**src/rtl/distance_monitor_pkg.sv**
```systemverilog
// Shared types and default timing constants for the distance monitor.
// Latency: n/a (types and constants only).
// Backpressure: n/a.
package distance_monitor_pkg;

  typedef enum logic [2:0] {
    IDLE        = 3'd0,
    REQUEST     = 3'd1,
    WAIT_RESULT = 3'd2,
    CAPTURE     = 3'd3,
    WAIT_PERIOD = 3'd4
  } state_t;

  // 100 MHz defaults: 60 ms request spacing, 40 ms echo window.
  localparam int unsigned DEF_SAMPLE_PERIOD = 6_000_000;
  localparam int unsigned DEF_READ_HOLD     = 256;
  localparam int unsigned DEF_RESP_TIMEOUT  = 4_000_000;
  localparam int unsigned DEF_AVG_LOG2      = 2;
  localparam logic [31:0] DEF_NEAR_THRESH   = 32'd20000;
  localparam logic [31:0] DEF_FAR_THRESH    = 32'd25000;

endpackage

```
**src/rtl/distance_monitor_if.sv**
```systemverilog
// Bundles the enable, sensor handshake and result signals of the distance monitor.
// Latency: n/a (wiring only).
// Backpressure: none; READ/DISTANCE_VALID form a level handshake with no stall path.
interface distance_monitor_if;
  logic        en;
  logic        READ;
  logic [31:0] DISTANCE;
  logic        DISTANCE_VALID;
  logic [31:0] avg_distance;
  logic        avg_valid;
  logic        object_near;
  logic        no_echo;

  // Monitor side: drives the request and the results.
  modport master (
    input  en, DISTANCE, DISTANCE_VALID,
    output READ, avg_distance, avg_valid, object_near, no_echo
  );

  // Environment side: sensor controller plus result consumer.
  modport slave (
    output en, DISTANCE, DISTANCE_VALID,
    input  READ, avg_distance, avg_valid, object_near, no_echo
  );
endinterface

```
**src/rtl/distance_monitor_sample_averager.sv**
```systemverilog
// Ring-buffer moving average over 2**AVG_LOG2 samples with a running sum.
// Latency: avg_vld/avg_dat appear 2 cycles after push_vld; silent until the buffer is full.
// Backpressure: none; accepts a push every cycle.
module sample_averager
  import distance_monitor_pkg::*;
#(
  parameter int unsigned AVG_LOG2 = DEF_AVG_LOG2
) (
  input  logic        clk,
  input  logic        rst,
  input  logic        push_vld,
  input  logic [31:0] push_dat,
  output logic [31:0] avg_dat,
  output logic        avg_vld
);

  localparam int unsigned N  = 1 << AVG_LOG2;
  localparam int unsigned SW = 32 + AVG_LOG2;

  typedef logic [AVG_LOG2-1:0] ptr_t;
  typedef logic [AVG_LOG2:0]   fill_t;
  typedef logic [SW-1:0]       sum_t;

  localparam fill_t FULL = fill_t'(N);

  logic [31:0] mem_q [N];
  logic [31:0] mem_d [N];
  ptr_t        ptr_q, ptr_d;
  fill_t       fill_q, fill_d;
  sum_t        sum_q, sum_d;
  logic        upd_q, upd_d;
  logic [31:0] avg_q, avg_d;
  logic        avg_vld_q, avg_vld_d;

  // Write the new sample over the oldest slot and slide the running sum; publish the mean a cycle later.
  always_comb begin
    mem_d     = mem_q;
    ptr_d     = ptr_q;
    fill_d    = fill_q;
    sum_d     = sum_q;
    upd_d     = push_vld;
    avg_d     = avg_q;
    avg_vld_d = 1'b0;
    if (push_vld) begin
      mem_d[ptr_q] = push_dat;
      ptr_d        = ptr_q + ptr_t'(1);
      if (fill_q != FULL) begin
        fill_d = fill_q + fill_t'(1);
      end
      // Unwritten slots hold zero, so the subtraction is harmless while filling.
      sum_d = sum_q + sum_t'(push_dat) - sum_t'(mem_q[ptr_q]);
    end
    if (upd_q && (fill_q == FULL)) begin
      avg_d     = sum_q[SW-1:AVG_LOG2];
      avg_vld_d = 1'b1;
    end
  end

  // State registers with synchronous clear.
  always_ff @(posedge clk) begin
    if (rst) begin
      mem_q     <= '{default: '0};
      ptr_q     <= '0;
      fill_q    <= '0;
      sum_q     <= '0;
      upd_q     <= 1'b0;
      avg_q     <= '0;
      avg_vld_q <= 1'b0;
    end else begin
      mem_q     <= mem_d;
      ptr_q     <= ptr_d;
      fill_q    <= fill_d;
      sum_q     <= sum_d;
      upd_q     <= upd_d;
      avg_q     <= avg_d;
      avg_vld_q <= avg_vld_d;
    end
  end

  assign avg_dat = avg_q;
  assign avg_vld = avg_vld_q;

endmodule

```
**src/rtl/distance_monitor.sv**
```systemverilog
// Paces the ultrasonic sensor with periodic READ requests, averages results, flags proximity and lost echoes.
// Latency: avg_valid 2 cycles after the capture cycle; object_near follows avg_valid by 1 cycle.
// Backpressure: none; results arriving outside WAIT_RESULT are dropped, en low parks the FSM in IDLE.
module distance_monitor
  import distance_monitor_pkg::*;
#(
  parameter int unsigned SAMPLE_PERIOD = DEF_SAMPLE_PERIOD,
  parameter int unsigned READ_HOLD     = DEF_READ_HOLD,
  parameter int unsigned RESP_TIMEOUT  = DEF_RESP_TIMEOUT,
  parameter int unsigned AVG_LOG2      = DEF_AVG_LOG2,
  parameter logic [31:0] NEAR_THRESH   = DEF_NEAR_THRESH,
  parameter logic [31:0] FAR_THRESH    = DEF_FAR_THRESH
) (
  input logic                clk,
  input logic                rst,
  distance_monitor_if.master mon
);

  state_t      state_q, state_d;
  logic [31:0] cnt_q, cnt_d;     // READ hold length, then echo wait length
  logic [31:0] per_q, per_d;     // cycles since the current request started
  logic        dv_q, dv_d;
  logic        no_echo_q, no_echo_d;
  logic        near_q, near_d;
  logic        rise;
  logic        push_vld;
  logic [31:0] avg_dat;
  logic        avg_vld;

  assign rise = mon.DISTANCE_VALID & ~dv_q;

  // Request sequencing: hold READ, wait for the result edge or time out, then pad to the fixed period.
  always_comb begin
    state_d   = state_q;
    cnt_d     = cnt_q;
    per_d     = per_q;
    no_echo_d = no_echo_q;
    push_vld  = 1'b0;
    dv_d      = mon.DISTANCE_VALID;
    if (!mon.en) begin
      state_d = IDLE;
      cnt_d   = '0;
      per_d   = '0;
    end else begin
      case (state_q)
        IDLE: begin
          state_d = REQUEST;
          cnt_d   = '0;
          per_d   = '0;
        end
        REQUEST: begin
          per_d = per_q + 32'd1;
          if (cnt_q == READ_HOLD - 1) begin
            state_d = WAIT_RESULT;
            cnt_d   = '0;
          end else begin
            cnt_d = cnt_q + 32'd1;
          end
        end
        WAIT_RESULT: begin
          per_d = per_q + 32'd1;
          if (rise) begin
            state_d = CAPTURE;
            cnt_d   = '0;
          end else if (cnt_q == RESP_TIMEOUT - 1) begin
            state_d   = WAIT_PERIOD;
            cnt_d     = '0;
            no_echo_d = 1'b1;
          end else begin
            cnt_d = cnt_q + 32'd1;
          end
        end
        CAPTURE: begin
          per_d     = per_q + 32'd1;
          push_vld  = 1'b1;
          no_echo_d = 1'b0;
          state_d   = WAIT_PERIOD;
        end
        WAIT_PERIOD: begin
          if (per_q == SAMPLE_PERIOD - 1) begin
            state_d = REQUEST;
            per_d   = '0;
            cnt_d   = '0;
          end else begin
            per_d = per_q + 32'd1;
          end
        end
        default: state_d = IDLE;
      endcase
    end
  end

  // Proximity flag with a dead band between the two thresholds.
  always_comb begin
    near_d = near_q;
    if (avg_vld) begin
      if (avg_dat < NEAR_THRESH) begin
        near_d = 1'b1;
      end else if (avg_dat > FAR_THRESH) begin
        near_d = 1'b0;
      end
    end
  end

  // Control and flag registers with synchronous clear.
  always_ff @(posedge clk) begin
    if (rst) begin
      state_q   <= IDLE;
      cnt_q     <= '0;
      per_q     <= '0;
      dv_q      <= 1'b0;
      no_echo_q <= 1'b0;
      near_q    <= 1'b0;
    end else begin
      state_q   <= state_d;
      cnt_q     <= cnt_d;
      per_q     <= per_d;
      dv_q      <= dv_d;
      no_echo_q <= no_echo_d;
      near_q    <= near_d;
    end
  end

  sample_averager #(
    .AVG_LOG2 (AVG_LOG2)
  ) u_avg (
    .clk      (clk),
    .rst      (rst),
    .push_vld (push_vld),
    .push_dat (mon.DISTANCE),
    .avg_dat  (avg_dat),
    .avg_vld  (avg_vld)
  );

  assign mon.READ         = (state_q == REQUEST);
  assign mon.avg_distance = avg_dat;
  assign mon.avg_valid    = avg_vld;
  assign mon.object_near  = near_q;
  assign mon.no_echo      = no_echo_q;

endmodule
```
**src/flat_wrapper.sv**
```systemverilog
// flat-port wrapper written by rule: the top's interface ports become plain ports
module distance_monitor_flat import distance_monitor_pkg::*;
#(
  parameter int unsigned SAMPLE_PERIOD = DEF_SAMPLE_PERIOD,
  parameter int unsigned READ_HOLD     = DEF_READ_HOLD,
  parameter int unsigned RESP_TIMEOUT  = DEF_RESP_TIMEOUT,
  parameter int unsigned AVG_LOG2      = DEF_AVG_LOG2,
  parameter logic [31:0] NEAR_THRESH   = DEF_NEAR_THRESH,
  parameter logic [31:0] FAR_THRESH    = DEF_FAR_THRESH
)
  (clk, rst, mon_en, mon_DISTANCE, mon_DISTANCE_VALID, mon_READ, mon_avg_distance, mon_avg_valid, mon_object_near, mon_no_echo);
  distance_monitor_if mon_i ();
  input logic clk;
  input logic rst;
  input wire logic [$bits(mon_i.en)-1:0] mon_en;
  input wire logic [$bits(mon_i.DISTANCE)-1:0] mon_DISTANCE;
  input wire logic [$bits(mon_i.DISTANCE_VALID)-1:0] mon_DISTANCE_VALID;
  output wire logic [$bits(mon_i.READ)-1:0] mon_READ;
  output wire logic [$bits(mon_i.avg_distance)-1:0] mon_avg_distance;
  output wire logic [$bits(mon_i.avg_valid)-1:0] mon_avg_valid;
  output wire logic [$bits(mon_i.object_near)-1:0] mon_object_near;
  output wire logic [$bits(mon_i.no_echo)-1:0] mon_no_echo;
  assign mon_i.en = mon_en;
  assign mon_i.DISTANCE = mon_DISTANCE;
  assign mon_i.DISTANCE_VALID = mon_DISTANCE_VALID;
  assign mon_READ = mon_i.READ;
  assign mon_avg_distance = mon_i.avg_distance;
  assign mon_avg_valid = mon_i.avg_valid;
  assign mon_object_near = mon_i.object_near;
  assign mon_no_echo = mon_i.no_echo;
  distance_monitor #(.SAMPLE_PERIOD(SAMPLE_PERIOD), .READ_HOLD(READ_HOLD), .RESP_TIMEOUT(RESP_TIMEOUT), .AVG_LOG2(AVG_LOG2), .NEAR_THRESH(NEAR_THRESH), .FAR_THRESH(FAR_THRESH)) u_core (.clk(clk), .rst(rst), .mon(mon_i));
endmodule
```
**config.mk**
```make
export PLATFORM = sky130hd
export DESIGN_NAME = distance_monitor_flat
export DESIGN_NICKNAME = d
export VERILOG_FILES = /design/src/rtl/distance_monitor_pkg.sv /design/src/rtl/distance_monitor_if.sv /design/src/rtl/distance_monitor_sample_averager.sv /design/src/rtl/distance_monitor.sv /design/src/flat_wrapper.sv
export SDC_FILE = /design/constraint.sdc
export NUM_CORES = 1
export LEC_CHECK = 0
export CORE_MARGIN = 2
export CORE_UTILIZATION = 24
export CTS_BUF_LIST = sky130_fd_sc_hd__clkbuf_4
export DETAILED_ROUTE_END_ITERATION = 16
export GPL_ROUTABILITY_DRIVEN = 0
export PLACE_DENSITY = 0.35
export SETUP_SLACK_MARGIN = 0.2
export SLEW_MARGIN = 20
export SYNTH_ARGS = -nofsm -noshare
export SYNTH_HDL_FRONTEND = slang
export SYNTH_SLANG_ARGS = --single-unit
```
**constraint.sdc**
```tcl
create_clock -name clk -period 5.85 [get_ports clk]
set_input_delay 0.585 -clock clk [delete_from_list [all_inputs] [get_ports clk]]
set_output_delay 0.585 -clock clk [all_outputs]
set_load 0.05 [all_outputs]
```
==> flow_summary_export.csv, run 1 <==
group,metric,value,unit
cts,holdBufCountCts,0,
setup_path,critPathArrivalTime,5.28,ns
timing,fmaxAchievable,216.7,MHz
global_route,overflow,0,
synthesis,netlist.area_leader.share,0.3819,
drt,vias,12070,
timing,setup-tns-final,0,ns
timing,period_share,0.7888,
drt,drc,0,
cts,clockBufferDepth,3,
drt,drtAntennaViolNets,0,
drt,finalWirelength,43.66,mm
synthesis,async_flop_share,0,
flow_run,drv_cap,0,
timing,rsz0062_at_grt,"no",
run_status,status,"completed",
floorplan,die_x,247.3,um
power_and_ir_drop,combPwrFrac,0.095,
global_route,grtUsageTotal,0.1456,
floorplan,coreArea,0.05880,mm2
cts,clock_sink_count,271,
setup_path,crit_family,"compound AO/OA/AOI/OAI gates",
cts,cts.repair.resized,0,
synthesis,ys_top_cells_by_area,"dfxtp_1 (38%), nand2_1 (11%), a21oi_1 (8.3%)",
synthesis,synth_cell_types,70,
setup_path,cp_slowest_stage_delay,0.86,ns
timing,maxSlewViolCount,0,
drt,drt-initial-drc-count,644,
power_and_ir_drop,p_leak,5.940,nW
place,port-buffer-count,71,
synthesis,synth_ff_type,"dfxtp_1",
min_path,hold_path.class,"input port to flip-flop",
power_and_ir_drop,p_seq_frac,0.450,
setup_path,critPathBufInv,3,
synthesis,ys_ff_latch,271,
synthesis,synth-seq-area-share,0.3819,
power_and_ir_drop,swShare,0.2739,
timing,whs,0.1877,ns
setup_path,start_kind,"flip-flop",
power_and_ir_drop,p_sw,1.128,mW
cts,htreeDepth,3,
final_layout,area_growth,17.14,%
drt,wire_per_inst,16.35,um
synthesis,synth_edf_count,0,
setup_path,worstPathMaxFanout,22,
global_route,grt_pass1_vias,11930,
timing,hold_viol,0,
place,dpl_cell_area,0.01560,mm2
synthesis,yosys_warnings,0,
setup_path,cp_cell_sequence,"buf_4 -> buf_4 -> mux4_2 -> fa_1 -> inv_1 -> ha_1 -> a21o_1 -> a21o_1 -> a21oi_1 -> nand4_1 -> a311oi_1 -> o21ai_0 -> nand3b_1 -> mux2_2",
synthesis,syn_area,0.01420,mm2
timing,setup_viol,0,
cts,cts_setup_buffers,0,
drt,avgViaCountPerCell,4.519,
cts,insertion_delay,0.79,ns
final_layout,fill_cells,6439,
power_and_ir_drop,power_density,247.6,mW/mm2
place,dpl.hpwl,29.82,mm
global_route,antenna_found_initial,2,
cts,numCtsBuffers,86,
cts,cts.clk_slew.worst_paths,0.06,ns
synthesis,synth_nets,1877,
timing,relSlewSlack,0.3202,
floorplan,die-area,0.06115,mm2
power_and_ir_drop,pwr-share-clk,0.455,
cts,root_buffer,"clkbuf_4",
final_layout,final_area,0.01664,mm2
final_layout,nNetsFinal,1950,
final_layout,layout-drive-gt1-share,0.1103,
floorplan,row_count,89,
setup_path,critPathSlowestCell,"dfxtp_2",
timing,worst_pin_slew,1.020,ns
timing,fin_crit,4.615,ns
global_route,grt_max_degree,89,
setup_path,path_class,"flip-flop to flip-flop",
synthesis,yosys.area.top_type,"dfxtp_1",
cts,cts_tree,"done",
floorplan,die_h,247.3,um
setup_path,cp-end-kind,"flip-flop",
power_and_ir_drop,peakVddDrop,0.09358,mV
synthesis,syn_inst,1767,
global_route,grt_first_pass_wirelength,69.28,mm
floorplan,start_util,0.2416,
timing,clock_skew,0.05031,ns
synthesis,avgSynthCellArea,8.039,um2
power_and_ir_drop,internal-power,2.992,mW
setup_path,crit_required,6.52,ns
drt,drt_pass1_iterations,4,
floorplan,boundaryPins,72,
cell families (layout without fill, tap and decap cells):
family          Yosys count  in the layout  synth area share
compound gates          372            372            0.1542
other cells               0              2                 0
fa+ha+maj                74             74           0.08209
buf+inv                 241            369           0.06421
flops                   271            271            0.3819
xor+xnor                 68             68           0.04193
simple gates            705            705            0.2218
mux                      36             36           0.05382
worst register-to-register path, cell delays in order (launching register included):
cell and delay, ns:
dfxtp_2 0.86, buf_4 0.42, buf_4 0.23, mux4_2 0.51
fa_1 0.49, inv_1 0.04, ha_1 0.23, a21o_1 0.20
a21o_1 0.18, a21oi_1 0.30, nand4_1 0.16, a311oi_1 0.31
o21ai_0 0.14, nand3b_1 0.10, mux2_2 0.33
power groups by stage:
stage               Sequential, mW  Clock (mW)  Combinational, mW
floorplan                     1.89           0              0.267
global placement              1.89           0              0.398
detailed placement            1.89           0              0.392
CTS                           1.85        1.99              0.394
global route                  1.85        2.08              0.437
finish                        1.85        1.88              0.390
stage by stage:
stage / instances / util / worst slack (ns) / total power [mW]
after floorplan: 1767 / - / 1.444 / 2.159
after global placement: 2525 / 0.2653 / 1.214 / 2.292
after detailed placement: 2525 / 0.2653 / 1.135 / 2.286
after CTS: 2668 / 0.2829 / 1.128 / 4.235
after global routing: 2670 / 0.2830 / 0.7516 / 4.372
final: 2670 / 0.2830 / 1.235 / 4.120
registers in the layout (all words and copies together), names as in the netlist:
register	count
u_core.cnt_q	32
u_core.dv_q	1
u_core.mon.no_echo	1
u_core.mon.object_near	1
u_core.per_q	32
u_core.state_q	3
u_core.u_avg.avg_dat	32
u_core.u_avg.avg_vld	1
u_core.u_avg.fill_q	3
u_core.u_avg.mem_q	128
u_core.u_avg.ptr_q	2
u_core.u_avg.sum_q	34
u_core.u_avg.upd_q	1
placed cells by master, fill, tap and decap left out, drive strengths merged, types with 4 or more instances in the layout:
cell type      synthesis  routed
xnor2                 24      24
clkdlybuf4s50          0      70
nand2                425     425
o21ai                 39      39
nor2                  95      95
ha                    42      42
or3                    6       6
clkinv                 0      16
nand3b                 5       5
o211ai                 6       6
fa                    32      32
a311oi                 6       6
o31ai                  9       9
nand4                 22      22
and2                  12      12
nor4b                  4       4
nand3                 42      42
a22o                   6       6
xor2                  44      44
dfxtp                271     271
a22oi                  6       6
a31oi                  5       5
nor4                  16      16
nor3b                  6       6
a41oi                  4       4
and3                  18      18
mux4                  32      32
nand2b                 4       4
or4                    5       5
a211oi                10      10
nor2b                 10      10
nor3                  22      22
clkbuf                79     123
o21bai                 8       8
a21o                  18      18
and4                   6       6
inv                  147     150
o21a                   5       5
a21oi                238     238
buf                   15       9
cells in the mapped netlist (all sizes together), types with 24 or more instances:
master	instances
a21oi	238
nor2	95
o21ai	39
mux4	32
xnor2	24
fa	32
xor2	44
nand3	42
dfxtp	271
ha	42
clkbuf	79
inv	147
nand2	425
metal layers:
metal	GRT usage	up-vias	share of wire
met5	0	-	0
met4	0.05794	0	0.023
met3	0.02952	60	0.042
met2	0.2205	238	0.44
met1	0.2018	5615	0.50
li1	-	6152	-
worst paths after layout:
path | from | endpoint | slack [ns] | cells after the start
worst max register to register | u_core.u_avg.ptr_q[0] | u_core.u_avg.sum_q[33] | 1.24 | 14
worst max-delay path | u_core.u_avg.ptr_q[0] | u_core.u_avg.sum_q[33] | 1.24 | 14
worst min register to register | u_core.u_avg.mem_q[1] | u_core.u_avg.mem_q[1] | 0.45 | 2
worst min-delay path | rst | u_core.u_avg.mem_q[91] | 0.19 | 2
area by class of cell:
class / count / area [um2] / area share
clock buffers: 123 / 923.4 / 0.05549
inverters: 147 / 551.8 / 0.03316
clock inverters: 20 / 110.1 / 0.006617
flip-flops and latches: 271 / 5426 / 0.3261
well taps: 773 / 967.2 / 0.05812
repair buffers: 79 / 772.0 / 0.04639
diodes: 2 / 5.005 / 0.0003008
multi-input cells: 1255 / 7884 / 0.4738
No activity file was read; power rests on OpenSTA's default activity.
==> inputs of run 2 (changes only) <==
clock period = 4.35 ns   (was 5.85 ns; I/O delays follow)
==> run 2 against run 1 <==
  * Wire length grew 1.2%
  * Flip-flop and latch count is the same
  * Critical path type unchanged
  * Utilization grew 0.54 points
==> flow_summary_export.csv, run 2 (synthesized netlist as in run 1, its figures left out) <==
group,metric,value,unit
run_status,status,"completed",
floorplan,die_h,247.3,um
final_layout,nNetsFinal,1976,
final_layout,top_regs,"u_core.u_avg.mem_q: 128 flops, u_core.u_avg.sum_q: 34 flops",
timing,hold_viol,0,
place,pre_cts_ws,0.2466,ns
cts,clockBufferDepth,3,
setup_path,cp-end-kind,"flip-flop",
global_route,overflow,0,
floorplan,start_util,0.2416,
power_and_ir_drop,power.total,5.659,mW
floorplan,row_count,89,
cts,root_buffer,"clkbuf_4",
final_layout,mostFrequentLayoutCells,"nand2_1 (424), dfxtp_1 (270), a21oi_1 (233), inv_1 (147), clkbuf_4 (116)",
setup_path,crit_required,5.03,ns
timing,fin_crit,3.980,ns
cts,insertion_delay,0.81,ns
place,dp_cells,2548,
final_layout,final_area,0.01696,mm2
global_route,grt_first_pass_wirelength,69.89,mm
final_layout,layout.cells.most_common,"nand2_1",
timing,setup_slack,0.3702,ns
drt,drc,0,
power_and_ir_drop,power_density,333.8,mW/mm2
timing,fmaxAchievable,251.3,MHz
setup_path,critPathArrivalTime,4.66,ns
floorplan,coreArea,0.05880,mm2
global_route,grtUsageTotal,0.1467,
timing,setup-tns-final,0,ns
cts,cts_tree,"done",
power_and_ir_drop,p_leak,6.065,nW
drt,wire_per_inst,16.43,um
drt,drt_pass1_iterations,4,
timing,period_share,0.9149,
place,dpl_cell_area,0.01581,mm2
drt,vias,12190,
global_route,grt_pass1_vias,12170,
final_layout,layout-drive-gt1-share,0.1170,
global_route,grt_max_degree,83,
cts,clock_sink_count,271,
cts,htreeDepth,3,
min_path,hold_path.class,"input port to flip-flop",
power_and_ir_drop,peakVddDrop,0.1714,mV
place,port-buffer-count,71,
timing,maxSlewViolCount,0,
timing,setup_viol,0,
place,dpl.hpwl,30.85,mm
setup_path,timing.rr.start,"u_core.u_avg.ptr_q[0]",
timing,whs,0.3177,ns
setup_path,worstPathMaxFanout,12,
timing,relSlewSlack,0.3542,
floorplan,die-area,0.06115,mm2
drt,drt-initial-drc-count,548,
floorplan,boundaryPins,72,
timing,rsz0062_at_grt,"yes",
cts,cts.clk_slew.worst_paths,0.07,ns
flow_run,drv_cap,0,
setup_path,path_class,"flip-flop to flip-flop",
final_layout,multi_input_area,0.007906,mm2
drt,avgViaCountPerCell,4.530,
floorplan,die_x,247.3,um
cts,numCtsBuffers,86,
final_layout,fin_cells,2690,
drt,drtAntennaViolNets,0,
final_layout,largest_register,"u_core.u_avg.mem_q",
final_layout,fill_cells,6407,
min_path,hp-start,"mon_DISTANCE_VALID",
timing,worst_pin_slew,0.9687,ns
setup_path,crit_start,"u_core.u_avg.ptr_q[0]",
setup_path,start_kind,"flip-flop",
final_layout,area_growth,19.37,%
global_route,antenna_found_initial,2,
final_layout,utilization,0.2884,
final_layout,largest_reg_flops,128,
drt,finalWirelength,44.20,mm
timing,clock_skew,0.04455,ns
final_layout,regArea,0.005429,mm2
==> run 2: changes by cell type in the layout (fill, tap and decap cells not counted), sizes merged <==
cell         previous run  this run
dlygate4sd3             0         1
clkinvlp                0         1
bufinv                  1         4
inv                   150       148
clkinv                 16        15
buf                     9        33
clkbuf                123       117
==> run 2: per-layer routing <==
metal  share of wire  wire length [um]  track usage
met3           0.037              1618      0.03147
met1            0.49             21880       0.2019
met5               0                 0            0
met4           0.024              1073      0.04808
met2            0.44             19630       0.2271
==> run 2: area by class of cell <==
cell class                 count  area share
timing repair buffer         105     0.06117
multi-input combinational   1255      0.4663
clock inverter                21     0.01114
clock buffer                 116     0.05136
antenna                        2   0.0002952
sequential                   271      0.3202
inverter                     147     0.03254
tap                          773     0.05704
==> run 2: path summary, 6_finish.rpt <==
| kind | to | depth (start not counted) | slack [ns] |
|---|---|---|---|
| max | u_core.u_avg.sum_q[30] | 13 | 0.37 |
| min reg2reg | u_core.u_avg.mem_q[67] | 2 | 0.45 |
| min | u_core.dv_q | 2 | 0.32 |
| max reg2reg | u_core.u_avg.sum_q[30] | 13 | 0.37 |
==> run 2: what timing repair did <==
item | 4_1_cts | 5_1_grt
hold buffers | 1 | 0
endpoints found under the setup margin | 0 | 10
resized for setup | 0 | 13
endpoints found under the hold margin | 6 | 0
buffers inserted | 0 | 1
==> run 2: worst max-delay path, stage by stage, from the launching register on <==
cell and delay (ns):
dfxtp_4 0.42, buf_12 0.19, mux4_2 0.52, fa_1 0.50, inv_1 0.07, fa_1 0.49
a211oi_2 0.30, o21bai_1 0.11, a21o_1 0.25, a211o_1 0.36, a21oi_1 0.16, a311oi_1 0.14
xor2_1 0.17, a22o_1 0.19
==> run 2: where the power goes <==
part           internal, mW  switching (mW)  total, mW
Sequential             2.49         0.00536       2.49
Combinational         0.208           0.340      0.549
Clock                  1.45            1.17       2.62
Total                  4.14            1.52       5.66
